[config.mk]
export PLATFORM = sky130hd
export DESIGN_NAME = smc_rdata_lite23
export DESIGN_NICKNAME = d
export VERILOG_FILES = /design/src/rtl/smc_rdata_lite23_pkg.sv /design/src/rtl/smc_rdata_fmt_lite23.sv /design/src/rtl/smc_rdata_lite23.sv
export SDC_FILE = /design/constraint.sdc
export NUM_CORES = 1
export LEC_CHECK = 0
export ABC_AREA = 1
export CAP_MARGIN = 20
export CORE_ASPECT_RATIO = 0.7
export CORE_MARGIN = 2
export CORE_UTILIZATION = 35
export DETAILED_ROUTE_END_ITERATION = 10
export SLEW_MARGIN = 20
export SYNTH_ARGS = -nofsm -noshare
export SYNTH_HDL_FRONTEND = slang
export SYNTH_SLANG_ARGS = --single-unit
[constraint.sdc]
create_clock -name sys_clk23 -period 1.8 [get_ports sys_clk23]
set_clock_uncertainty 0.15 [all_clocks]
set_input_delay 0.18 -clock sys_clk23 [delete_from_list [all_inputs] [get_ports sys_clk23]]
set_output_delay 0.18 -clock sys_clk23 [all_outputs]
set_load 0.01 [all_outputs]
[src/rtl/smc_rdata_lite23_pkg.sv]
// smc_rdata_lite23_pkg: size codes, FSM encoding and access-count decode shared
// with the address generator.
package smc_rdata_lite23_pkg;

    localparam logic [1:0] XSIZ_8  = 2'b00;
    localparam logic [1:0] XSIZ_16 = 2'b01;
    localparam logic [1:0] XSIZ_32 = 2'b10;
    localparam logic [1:0] BSIZ_8  = 2'b00;
    localparam logic [1:0] BSIZ_16 = 2'b01;
    localparam logic [1:0] BSIZ_32 = 2'b10;

    typedef enum logic {IDLE = 1'b0, COLLECT = 1'b1} state_t;

    // Number of external accesses minus one; code 2'b11 behaves as 32-bit.
    function automatic logic [1:0] acc_cnt_m1(input logic [1:0] xfer_size, input logic [1:0] bus_size);
        logic x32;
        x32 = xfer_size[1];
        return (x32 && bus_size == BSIZ_8) ? 2'd3 :
               ((x32 && bus_size == BSIZ_16) || (xfer_size == XSIZ_16 && bus_size == BSIZ_8)) ? 2'd1 : 2'd0;
    endfunction

endpackage

[src/rtl/smc_rdata_fmt_lite23.sv]
// smc_rdata_fmt_lite23: lane select and replication of the assembled read value
// into an AHB-lane-formatted word.
module smc_rdata_fmt_lite23
    import smc_rdata_lite23_pkg::*;
(
    input  logic [31:0] v,
    input  logic [31:0] data,
    input  logic [1:0]  xfer_size,
    input  logic [1:0]  bus_size,
    input  logic [1:0]  addr,
    output logic [31:0] word
);
    logic        is8;
    logic        is16;
    logic [15:0] h;
    logic [7:0]  b;
    logic [7:0]  b32;

    always_comb begin
        is8  = bus_size == BSIZ_8;
        is16 = bus_size == BSIZ_16;
        b32  = addr[1] ? (addr[0] ? data[31:24] : data[23:16]) : (addr[0] ? data[15:8] : data[7:0]);
        // Wide buses return the whole word in one beat, so the lane comes straight from the bus.
        h    = (is8 || is16) ? v[15:0] : (addr[1] ? data[31:16] : data[15:0]);
        b    = is8 ? v[7:0] : is16 ? (addr[0] ? data[15:8] : data[7:0]) : b32;
        word = (xfer_size == XSIZ_8) ? {4{b}} : (xfer_size == XSIZ_16) ? {2{h}} : v;
    end

endmodule

[src/rtl/smc_rdata_lite23.sv]
// smc_rdata_lite23: collects 1, 2 or 4 external read beats into one AHB read word
// with a single-cycle valid pulse.
module smc_rdata_lite23
    import smc_rdata_lite23_pkg::*;
(
    input  logic        sys_clk23,
    input  logic        n_sys_reset23,
    input  logic        valid_access23,
    input  logic        n_read23,
    input  logic [1:0]  v_xfer_size23,
    input  logic [1:0]  v_bus_size23,
    input  logic [1:0]  addr23,
    input  logic        smc_rd_stb23,
    input  logic [31:0] data_smc23,
    input  logic        abort23,
    output logic [31:0] read_data23,
    output logic        rdata_valid23,
    output logic        busy23,
    output logic [1:0]  acc_left23
);
    state_t      state;
    logic [1:0]  xfer_q;
    logic [1:0]  bus_q;
    logic [1:0]  addr_q;
    logic [23:0] acc;
    logic [31:0] acc_nxt;
    logic [31:0] fmt;

    // Earlier beats shift up, so the first beat lands in the most-significant lane.
    always_comb
        acc_nxt = (bus_q == BSIZ_8)  ? {acc[23:0], data_smc23[7:0]} :
                  (bus_q == BSIZ_16) ? {acc[15:0], data_smc23[15:0]} : data_smc23;

    smc_rdata_fmt_lite23 u_fmt (
        .v         (acc_nxt),
        .data      (data_smc23),
        .xfer_size (xfer_q),
        .bus_size  (bus_q),
        .addr      (addr_q),
        .word      (fmt)
    );

    assign busy23 = state == COLLECT;

    always_ff @(posedge sys_clk23 or negedge n_sys_reset23) begin
        if (!n_sys_reset23) begin
            state         <= IDLE;
            xfer_q        <= XSIZ_8;
            bus_q         <= BSIZ_8;
            addr_q        <= 2'd0;
            acc           <= 24'd0;
            acc_left23    <= 2'd0;
            read_data23   <= 32'd0;
            rdata_valid23 <= 1'b0;
        end else begin
            rdata_valid23 <= 1'b0;
            if (abort23) begin
                state      <= IDLE;
                acc_left23 <= 2'd0;
            end else if (valid_access23 && (n_read23 || state == COLLECT)) begin
                // A new access during COLLECT discards the partial word.
                state      <= n_read23 ? COLLECT : IDLE;
                acc_left23 <= n_read23 ? acc_cnt_m1(v_xfer_size23, v_bus_size23) : 2'd0;
                xfer_q     <= v_xfer_size23;
                bus_q      <= v_bus_size23;
                addr_q     <= addr23;
                acc        <= 24'd0;
            end else if (state == COLLECT && smc_rd_stb23) begin
                acc <= acc_nxt[23:0];
                if (acc_left23 == 2'd0) begin
                    read_data23   <= fmt;
                    rdata_valid23 <= 1'b1;
                    state         <= IDLE;
                end else begin
                    acc_left23 <= acc_left23 - 2'd1;
                end
            end
        end
    end

endmodule

Word level (Yosys, flattened, before mapping)
Cells that the tools add are included.
{"block": "word_totals", "regBits": 66, "latch_bits": 0, "ram_bits": 0, "rom_bits": 0, "in_bits": 44, "out_inout_bits": 36, "n_memories": 0}
{"block": "op_classes", "addsub": 1, "multipliers": 0, "div": 0, "order_cmp": 0, "eq_ne": 5, "shift": 0, "n_mux": 29, "bitwise_logic": 2, "n_reduce_logical": 20}
{"cell": "$mux 32", "n": 4}
{"cell": "$mux 24", "n": 2}
{"cell": "$mux 8", "n": 5}
{"cell": "$mux 16", "n": 2}
{"cell": "$mux 2", "n": 6}
{"cell": "$mux 1", "n": 10}
{"cell": "$eq 2x1->1 const B", "n": 4}
{"cell": "$logic_not 2->1", "n": 4}
{"cell": "$reduce_and 2->1", "n": 4}
{"cell": "$reduce_bool 3->1", "n": 2}
{"cell": "$logic_and 1x1->1", "n": 5}
{"cell": "$reduce_and 4->1", "n": 1}
{"cell": "$logic_or 1x1->1", "n": 3}
{"cell": "$ne 3x3->1 const B", "n": 1}
{"cell": "$not 1->1", "n": 2}
{"cell": "$reduce_bool 2->1", "n": 1}
{"cell": "$sub 2x1->2 const B", "n": 1}

Depth between registers and ports, before layout
Gate-level depths: netlist of the first run.
{"block": "depth", "word_depth": 8, "ltp_mapped": 12}

Modules after synthesis
Synthesis of the first run repeated with hierarchy kept, for this count alone.
{"block": "hier_totals", "hier_cells": 713, "area_unflattened_um2": 4603.2}
{"mod": "smc_rdata_lite23", "instances": 1, "cells_each": 387, "area_per_inst_um2": 3096.7, "seq_area_each_um2": 1651.6}
{"mod": "smc_rdata_fmt_lite23", "instances": 1, "cells_each": 326, "area_per_inst_um2": 1506.4, "seq_area_each_um2": 0.0}

Worst setup path before layout of the first run
No wires, ideal clock.
{"block": "synth_timing", "kind": "flip-flop to flip-flop", "from": "register acc_left23[0]", "to": "register read_data23[4]", "setup_time_ps": 119, "t_arrival_ps": 1312, "setup_slack_ps": 219, "stages_incl_launch_ff": 8, "period_less_slack_ps": 1581, "path_cell_list": "dfrtp_1 > inv_1 > ha_1 > nand3_1 > inv_2 > buf_6 > or2_2 > and2_1"}
{"block": "synth_via", "elab_chain_len": 2}
{"item": "start, declared", "line": "smc_rdata_lite23.sv:19", "rtl": "output logic [1:0] acc_left23"}
{"item": "start signal, assigned", "line": "smc_rdata_lite23.sv:63", "rtl": "acc_left23 <= n_read23 ? acc_cnt_m1(v_xfer_size23, v_bus_size23) : 2'd0;"}
{"item": "start signal, assigned", "line": "smc_rdata_lite23.sv:75", "rtl": "acc_left23 <= acc_left23 - 2'd1;"}
{"item": "$logic_not 2->1", "line": "smc_rdata_lite23.sv:70", "rtl": "if (acc_left23 == 2'd0) begin"}
{"item": "$reduce_and 4->1 (no source line)"}
{"item": "end signal, assigned", "line": "smc_rdata_lite23.sv:71", "rtl": "read_data23 <= fmt;"}
{"item": "end, declared", "line": "smc_rdata_lite23.sv:16", "rtl": "output logic [31:0] read_data23,"}
No other way between the ends.
A chain may end at the register's enable or synchronous reset.

Worst setup path after layout of the first run
Same ends and word-level chain as after synthesis.

==> results.json, run 1 <==
{
  "status": "complete, no violations",
  "post-place-ws_ns": -0.07590,
  "ys_warn_count": 0,
  "gr-total-overflow": 0,
  "hpwl_mm": 10.08,
  "finalNonFillerCells": 909,
  "io_pins": 80,
  "area_delta_synth_final_pct": 36.30,
  "tightest_slew_ns": 0.4053,
  "p_leak_nw": 2.912,
  "fill_cells": 1162,
  "dieArea_um2": 13020,
  "initial_core_util_pct": 36.02,
  "clock_sinks": 66,
  "yosysUniqueCellTypes": 28,
  "r2r_start": "acc_left23[0]",
  "async_flop_share_pct": 100.0,
  "antenna_found_initial": 0,
  "cp.arrival_ns": 1.76,
  "postPlaceCellArea_um2": 5405,
  "power.net_switching_mw": 2.435,
  "final_area_um2": 5778,
  "dp.cells": 890,
  "vias": 4599,
  "initialDrtViolationCount": 267,
  "drive_gt1_share_pct": 12.77,
  "grt_first_pass_wirelength_mm": 22.19,
  "synth-edff-count": 0,
  "fp-row-count": 33,
  "slowest_delay_ns": 0.36,
  "antenna_left": 0,
  "ir_drop_v": 0.0006317,
  "layout.nets": 792,
  "internal_power_mw": 4.520,
  "drv_cap": 0,
  "ff2ff_setup_slack_ns": 0.11,
  "clock_path_buffers": 2,
  "gp_congestion": 0.9129,
  "period_needed_ns": 1.691,
  "fmax_ghz": 0.5913,
  "synthCells": 644,
  "grt_pass1_vias": 4455,
  "synth_common_cells": "nand2_1 (242), inv_1 (76), dfrtp_1 (66), nor2_1 (48), nand3_1 (45)",
  "numCtsBuffers": 9,
  "reg2reg_depth": 7,
  "syn_area_um2": 4239,
  "post_drt_wl_per_cell_um": 15.26,
  "path_cells": "inv_1, ha_1, nand3_2, inv_2, buf_12, or2_2, and2_1",
  "antenna_cells": 0,
  "ys_seq_area_share_pct": 38.96,
  "htree_levels": 3,
  "switching_share_pct": 35.01,
  "clkLatencyLatePin_ns": 0.33,
  "avgSynthCellArea_um2": 6.582,
  "slowest_stage": "dfrtp_1",
  "track_usage_pct": 22.38,
  "core_area_um2": 11770,
  "path_clk_slew_ns": 0.06,
  "synth.net_count": 689,
  "yosysMostFrequentCell": "nand2_1",
  "netlist_top_cells_area": "dfrtp_1 (39%), nand2_1 (21%), inv_1 (6.7%)",
  "start_kind": "register",
  "maxSlewViolCount": 0,
  "drc": 0,
  "critPathCaptureType": "register",
  "grt_max_degree": 67,
  "total_power_mw": 6.954,
  "die_h_um": 96.08,
  "clkPwrFrac_pct": 28.0,
  "drt-total-wl_mm": 13.87,
  "fin_tns_setup_ns": 0,
  "cp-startpoint": "acc_left23[0]",
  "synthFlopType": "dfrtp_1",
  "synth_top_cell_by_area": "dfrtp_1",
  "multi_input_area_um2": 2117,
  "cts_tree": "yes",
  "yosys.area.top_type_share_pct": 38.96,
  "drt-pass1-iter-count": 5,
  "ff_latch_area_um2": 1654,
  "routed_via_density": 5.059,
  "hold_path_class": "input pin to async pin",
  "finalHoldViolCount": 0,
  "pwr_density_cell_nw_per_um2": 1204,
  "port_buffers": 79,
  "cts-root-buf": "clkbuf_16",
  "ys_ff_latch": 66,
  "criticalPathCategory": "register to register",
  "combPwrFrac_pct": 41.3,
  "finalCritPeriodShare_pct": 93.96,
  "seqPwrFrac_pct": 30.7,
  "grt_setup_unrepaired": "no",
  "critical_path_required_ns": 1.87,
  "fin_ws_ns": 0.1088,
  "cp_max_fo": 37,
  "setup_viol": 0,
  "die_x_um": 135.5,
  "slew_headroom_pct": 72.92,
  "r2r-end": "read_data23[4]"
}
==> cells in the final DEF, fill, tap and decap left out <==
cell,Yosys,layout
a21boi_1,3,3
a21oi_1,28,28
and2_1,1,1
buf_12,0,5
buf_2,16,1
buf_4,3,35
buf_6,4,1
bufinv_16,0,2
clkbuf_16,0,9
clkbuf_8,0,1
clkdlybuf4s50_1,0,78
clkinv_2,1,2
clkinvlp_4,0,2
dfrtp_1,66,64
dfrtp_2,0,2
dlygate4sd3_1,0,1
ha_1,1,1
inv_1,76,76
inv_2,6,6
inv_6,0,1
nand2_1,242,242
nand2_4,1,1
nand3_1,45,44
nand3_2,0,1
nand4_1,1,1
nor2_1,48,48
nor2_2,3,2
nor2_4,0,1
nor2b_1,1,1
o211ai_1,7,7
o21ai_0,31,30
o21ai_1,2,2
o21ai_2,9,10
o22ai_1,17,17
or2_0,1,1
or2_1,11,11
or2_2,14,14
==> power by group through the flow <==
stage | clock network, mW | registers (mW) | logic, mW
after floorplan | 0 | 2.25 | 1.35
after global placement | 0 | 2.16 | 2.81
after detailed placement | 0 | 2.15 | 2.84
after CTS | 1.99 | 2.14 | 2.85
after global routing | 2.05 | 2.19 | 3.18
final | 1.95 | 2.14 | 2.87
==> cell type report <==
cell class | count | area share, %
flip-flops and latches | 66 | 28.63
repair buffers | 121 | 20.25
well taps | 157 | 3.400
clock buffers | 10 | 4.136
multi-input cells | 466 | 36.64
inverters | 83 | 5.414
clock inverters | 6 | 1.537
==> worst max-delay path: cells and delay by family (launching register included) <==
kind          cells  cell delay, ns
buf+inv           3            0.28
simple gates      3            0.55
fa+ha+maj         1            0.23
flops             1            0.36
==> through the flow <==
| stage | hold slack (ns) | util, % |
|---|---|---|
| 6_report | 0.2170 | 49.10 |
| 5_1_grt | 0.2811 | 49.10 |
| 4_1_cts | 0.2672 | 48.80 |
| 3_5_place_dp | 0.08185 | 45.93 |
| 3_3_place_gp | 0.08374 | 45.93 |
| 2_1_floorplan | -0.2656 | - |
==> cell families after synthesis <==
group,after synthesis,synth area share [%]
AND/OR/NAND/NOR,368,35.98
AO/OA/AOI/OAI,97,13.34
flip-flops,66,38.96
buffers and inverters,112,11.42
adder cells (fa/ha/maj),1,0.2951
==> sequential cells by signal (all words and copies together), names as in the netlist <==
signal and count:
acc 24, read_data23 32, busy23 1, acc_left23 2
rdata_valid23 1, addr_q 2, bus_q 2, xfer_q 2
==> what timing repair did <==
action | in CTS | in global routing
endpoints found under the setup margin | 0 | 27
gates resized for setup | 0 | 7
endpoints found under the hold margin | 66 | 0
hold buffers | 1 | 0
setup buffers | 0 | 2
==> routing by layer <==
metal	routed length (um)	vias to the layer above	share of wire [%]	global-route usage, %
met4	379	0	2.7	9.115
met1	6304	2159	45	30.08
met3	960	31	6.9	4.055
met5	0	-	0	0
met2	6222	195	45	35.94
li1	-	2214	-	-
==> how the worst max path moves through the flow <==
stage	to	slack, ns	cells past startpoint
floorplan	read_data23[4]	0.22	7
global placement	read_data23[4]	-0.03	8
detailed placement	read_data23[4]	-0.08	8
CTS	read_data23[27]	0.06	9
global route	read_data23[12]	0.0008	11
finish	read_data23[4]	0.11	7
No activity file was read; power rests on OpenSTA's default activity.
==> run 2, diff against run 1 <==
--- a/config.mk
+++ b/config.mk
@@ -7,7 +7,7 @@
 export LEC_CHECK = 0
 export ABC_AREA = 1
 export CAP_MARGIN = 20
-export CORE_ASPECT_RATIO = 0.7
+export CORE_ASPECT_RATIO = 1.5
 export CORE_MARGIN = 2
 export CORE_UTILIZATION = 35
 export DETAILED_ROUTE_END_ITERATION = 10
==> run 2 against run 1 <==
  * Largest power group unchanged
  * Clock power down 9.7%
  * Sequential share of layout area up 0.084 points
  * Cell count down 0.22%
  * Via count down 3.2%
  * Worst setup slack better by 0.0027 ns
  * Fmax up 0.16%
  * Core utilization down 0.70 points
  * Design area down 0.37%
  * Non-clock buffer count up 2
  * Global-route usage down 0.068 points
  * Sequential cell count unchanged
  * Register-to-register slack about the same
==> results.json, run 2 (synthesized netlist as in run 1, its figures left out) <==
{
  "status": "complete, no violations",
  "clkLatencyLatePin_ns": 0.33,
  "initialDrtViolationCount": 294,
  "grt_pass1_vias": 4435,
  "criticalPathCategory": "register to output port",
  "whs_ns": 0.2186,
  "cp_max_fo": 5,
  "drt-pass1-iter-count": 5,
  "cp.arrival_ns": 1.36,
  "path_clk_slew_ns": 0.06,
  "finalCritPeriodShare_pct": 93.81,
  "gp_congestion": 0.9005,
  "drt-total-wl_mm": 13.95,
  "r2r_start": "acc_left23[0]",
  "numCtsBuffers": 9,
  "gr-total-overflow": 0,
  "grt_max_degree": 43,
  "drc": 0,
  "regMostFlops": "read_data23",
  "htree_levels": 3,
  "routed_via_density": 4.906,
  "clock_sinks": 66,
  "r2r-end": "read_data23[1]",
  "crit_family": "buffers and inverters",
  "ir_drop_v": 0.0005531,
  "post-place-ws_ns": -0.06117,
  "largest_register_ffs": 32,
  "io_pins": 80,
  "clock_path_buffers": 2,
  "fmax_ghz": 0.5922,
  "finalHoldViolCount": 0,
  "antenna_cells": 0,
  "grt_setup_unrepaired": "yes",
  "area_delta_synth_final_pct": 35.80,
  "vias": 4450,
  "start_kind": "register",
  "path_cells": "clkdlybuf4s50_1",
  "dp.cells": 887,
  "utilization_pct": 48.40,
  "fp-row-count": 49,
  "cts-root-buf": "clkbuf_16",
  "slowest_delay_ns": 0.58,
  "core_area_um2": 11890,
  "final_cell_mix": "nand2_1 (241), clkdlybuf4s50_1 (78), inv_1 (76), dfrtp_1 (65), nor2_1 (47)",
  "die_x_um": 93.86,
  "layout.nets": 794,
  "hold_path_class": "input pin to async pin",
  "grt_first_pass_wirelength_mm": 22.67,
  "reg2reg_depth": 7,
  "critPathCaptureType": "output port",
  "crit_buf_inv": 1,
  "die_h_um": 138.8,
  "critical_path_required_ns": 1.47,
  "antenna_left": 0,
  "total_power_mw": 6.754,
  "mostFrequentLayoutCell": "nand2_1",
  "slowest_stage": "clkdlybuf4s50_1",
  "post_drt_wl_per_cell_um": 15.38,
  "slew_headroom_pct": 61.64,
  "ff2ff_setup_slack_ns": 0.12,
  "dieArea_um2": 13030,
  "antenna_found_initial": 0,
  "drive_gt1_share_pct": 12.73,
  "top_regs": "read_data23 (32), acc (24)",
  "track_usage_pct": 22.31,
  "p_leak_nw": 2.908,
  "pwr_density_cell_nw_per_um2": 1173,
  "maxSlewViolCount": 0,
  "hpwl_mm": 10.15,
  "drv_cap": 0,
  "port_buffers": 79,
  "setup_viol": 0,
  "cts_tree": "yes",
  "tightest_slew_ns": 0.5754,
  "fin_ws_ns": 0.1115,
  "period_needed_ns": 1.688,
  "finalNonFillerCells": 907,
  "initial_core_util_pct": 35.64
}
## run 2: per-layer routing
metal	track usage (%)	vias to the layer above	part of all wire [%]
met5	0	-	0
met4	10.53	0	2.7
met3	3.261	27	4.9
met2	35.98	156	48
met1	29.13	2042	44
li1	-	2225	-
## run 2: worst max-delay path by stage
stage / from / depth (start not counted) / slack (ns) / endpoint
floorplan: acc_left23[0] / 7 / 0.22 / read_data23[4]
global placement: smc_rd_stb23 / 8 / 0.001 / read_data23[7]
detailed placement: smc_rd_stb23 / 8 / -0.06 / read_data23[7]
CTS: bus_q[1] / 10 / 0.02 / read_data23[3]
global route: bus_q[1] / 11 / -0.01 / read_data23[27]
finish: busy23 / 1 / 0.11 / busy23
## run 2: repair_timing
item / CTS / global route
resized for setup: 0 / 13
hold endpoints to repair: 66 / 0
setup endpoints to repair: 0 / 31
buffers inserted: 0 / 3
hold buffers: 1 / 0
## run 2: power by group
part           leakage (nW)  switching [mW]  internal [mW]
sequential            0.844           0.234           1.88
clock                 0.149           0.651           1.10
combinational          1.91            1.49           1.39
## run 2: metrics by stage
step	setup TNS [ns]	instance area [um2]
after floorplan	0	4239
after global placement	0	5383
after detailed placement	-0.4540	5383
after CTS	0	5689
after global routing	-0.02695	5757
final	0	5757
## run 2: area by class of cell
cell class              instances  area [um2]
flip-flops and latches         66        1653
multi-input cells             466        2122
fillers                      1236        6137
clock buffers                  11       242.7
well taps                     153       191.4
repair buffers                123        1180
clock inverters                 5       53.80
inverters                      83       314.1
==> run 3, diff against run 2 <==
--- a/config.mk
+++ b/config.mk
@@ -10,7 +10,9 @@
 export CORE_ASPECT_RATIO = 1.5
 export CORE_MARGIN = 2
 export CORE_UTILIZATION = 35
+export CTS_CLUSTER_DIAMETER = 30
 export DETAILED_ROUTE_END_ITERATION = 10
+export SETUP_SLACK_MARGIN = 0.4
 export SLEW_MARGIN = 20
 export SYNTH_ARGS = -nofsm -noshare
 export SYNTH_HDL_FRONTEND = slang
==> run 3 against run 2 <==
  * Combinational power increased by 15%
  * Sequential cell count unchanged
  * Clock-buffer cell count decreased by 2
  * Worst setup slack got worse by 0.044 ns
  * Register-to-register slack got worse by 0.05 ns
  * Core utilization increased by 8.9 points
  * Design area increased by 18%
  * Highest routed layer unchanged
==> results.json, run 3 (synthesized netlist as in run 1, its figures left out) <==
{
  "clock_sinks": 66,
  "r2r_start": "busy23",
  "routed_via_density": 5.061,
  "drv_cap": 0,
  "hold_path_class": "input pin to async pin",
  "ff2ff_setup_slack_ns": 0.07,
  "fp-row-count": 49,
  "pwr_density_cell_nw_per_um2": 1073,
  "post_drt_wl_per_cell_um": 16.25,
  "slowest_delay_ns": 0.45,
  "path_clk_slew_ns": 0.05,
  "critPathCaptureType": "register",
  "hpwl_mm": 9.646,
  "cp.arrival_ns": 1.82,
  "drt-total-wl_mm": 15.41,
  "fmax_ghz": 0.5773,
  "finalHoldViolCount": 0,
  "fin_tns_setup_ns": 0,
  "gr-total-overflow": 0,
  "gp_congestion": 0.9259,
  "path_cells": "nand2_4, nor2_4, nand3_4, inv_6, buf_8, clkbuf_4, or2_2, nand2_1, inv_1",
  "die_h_um": 138.8,
  "dieArea_um2": 13030,
  "largest_register_ffs": 32,
  "core_area_um2": 11890,
  "grt_first_pass_wirelength_mm": 22.18,
  "layout.nets": 835,
  "htree_levels": 3,
  "dp.cells": 887,
  "clkPwrFrac_pct": 25.9,
  "grt_pass1_vias": 4405,
  "crit_family": "simple AND/OR/NAND/NOR gates",
  "drc": 0,
  "cp_max_fo": 6,
  "track_usage_pct": 21.94,
  "slew_headroom_pct": 75.53,
  "clock_path_buffers": 2,
  "drive_gt1_share_pct": 30.69,
  "tightest_slew_ns": 0.3670,
  "clkLatencyLatePin_ns": 0.34,
  "status": "complete, no violations",
  "cts-root-buf": "clkbuf_16",
  "grt_max_degree": 67,
  "combPwrFrac_pct": 45.3,
  "area_delta_synth_final_pct": 60.71,
  "seqPwrFrac_pct": 28.8,
  "fill_cells": 1113,
  "criticalPathCategory": "register to register",
  "power.net_switching_mw": 2.673,
  "initial_core_util_pct": 35.64,
  "numCtsBuffers": 9,
  "antenna_cells": 0,
  "vias": 4798,
  "io_pins": 80,
  "setup_viol": 0,
  "port_buffers": 79,
  "p_leak_nw": 3.401,
  "slowest_stage": "dfrtp_2",
  "die_x_um": 93.86,
  "top_regs": "read_data23 (32), acc (24)",
  "whs_ns": 0.2408,
  "mostFrequentLayoutCell": "nand2_1",
  "cts_tree": "yes",
  "maxSlewViolCount": 0,
  "internal_power_mw": 4.635,
  "post-place-ws_ns": -0.04813,
  "crit_buf_inv": 4,
  "finalCritPeriodShare_pct": 96.24,
  "final_cell_mix": "nand2_1 (191), inv_1 (69), dfrtp_1 (62), nand2_2 (43), clkdlybuf4s50_1 (42)",
  "fin_ws_ns": 0.06776,
  "regMostFlops": "read_data23",
  "antenna_found_initial": 0,
  "critical_path_required_ns": 1.88,
  "drt-pass1-iter-count": 7,
  "start_kind": "register",
  "r2r-end": "read_data23[26]",
  "switching_share_pct": 36.58,
  "utilization_pct": 57.28,
  "finalNonFillerCells": 948,
  "grt_setup_unrepaired": "yes",
  "antenna_left": 0,
  "ir_drop_v": 0.0005749,
  "reg2reg_depth": 9,
  "period_needed_ns": 1.732,
  "initialDrtViolationCount": 364
}
-- run 3: worst register-to-register path, stage by stage (launching register included) --
cell      delay (ns)
dfrtp_2         0.45
nand2_4         0.11
nor2_4          0.06
nand3_4         0.12
inv_6           0.05
buf_8           0.13
clkbuf_4        0.18
or2_2           0.28
nand2_1         0.07
inv_1           0.04
-- run 3: worst max-delay path by stage --
stage / startpoint / end / slack (ns) / depth (start not counted)
finish: busy23 / read_data23[26] / 0.07 / 9
global route: busy23 / read_data23[26] / 0.03 / 9
CTS: bus_q[1] / read_data23[30] / 0.18 / 9
detailed placement: n_read23 / read_data23[7] / -0.05 / 7
global placement: smc_rd_stb23 / read_data23[25] / -0.005 / 9
floorplan: acc_left23[0] / read_data23[4] / 0.30 / 7
-- run 3: cell type report --
class | instances | area, um2 | share of cell area (%)
tap | 153 | 191.4 | 2.810
timing repair buffer | 164 | 1718 | 25.22
multi-input combinational | 466 | 2594 | 38.07
clock buffer | 9 | 225.2 | 3.306
clock inverter | 7 | 92.59 | 1.359
inverter | 83 | 335.3 | 4.922
sequential | 66 | 1657 | 24.32
-- run 3: through the flow --
step | total power, mW | cell area, um2
4_1_cts | 6.911 | 6220
3_5_place_dp | 4.947 | 5441
3_3_place_gp | 4.920 | 5441
5_1_grt | 7.733 | 6813
2_1_floorplan | 3.630 | 4288
6_report | 7.308 | 6813
-- run 3: power by group through the flow --
| stage | Clock (mW) | Sequential (mW) | Combinational [mW] |
|---|---|---|---|
| after floorplan | 0 | 2.25 | 1.38 |
| after global placement | 0 | 2.12 | 2.80 |
| after detailed placement | 0 | 2.14 | 2.81 |
| after CTS | 1.92 | 2.11 | 2.88 |
| after global routing | 2.00 | 2.16 | 3.58 |
| final | 1.89 | 2.10 | 3.31 |
-- run 3: what timing repair did --
| item | CTS | global route |
|---|---|---|
| hold buffers | 1 | 0 |
| gates cloned | 2 | 4 |
| gates resized for setup | 140 | 105 |
| setup buffers | 18 | 20 |
| pin swaps | 23 | 49 |
| hold endpoints to repair | 66 | 0 |
| endpoints found under the setup margin | 90 | 66 |
-- run 3: layer usage --
metal | wire, um | vias to the layer above | track usage, %
li1 | - | 2309 | -
met1 | 6060 | 2257 | 27.15
met2 | 8020 | 193 | 38.08
met3 | 797 | 39 | 3.152
met4 | 530 | 0 | 8.314
met5 | 0 | - | 0
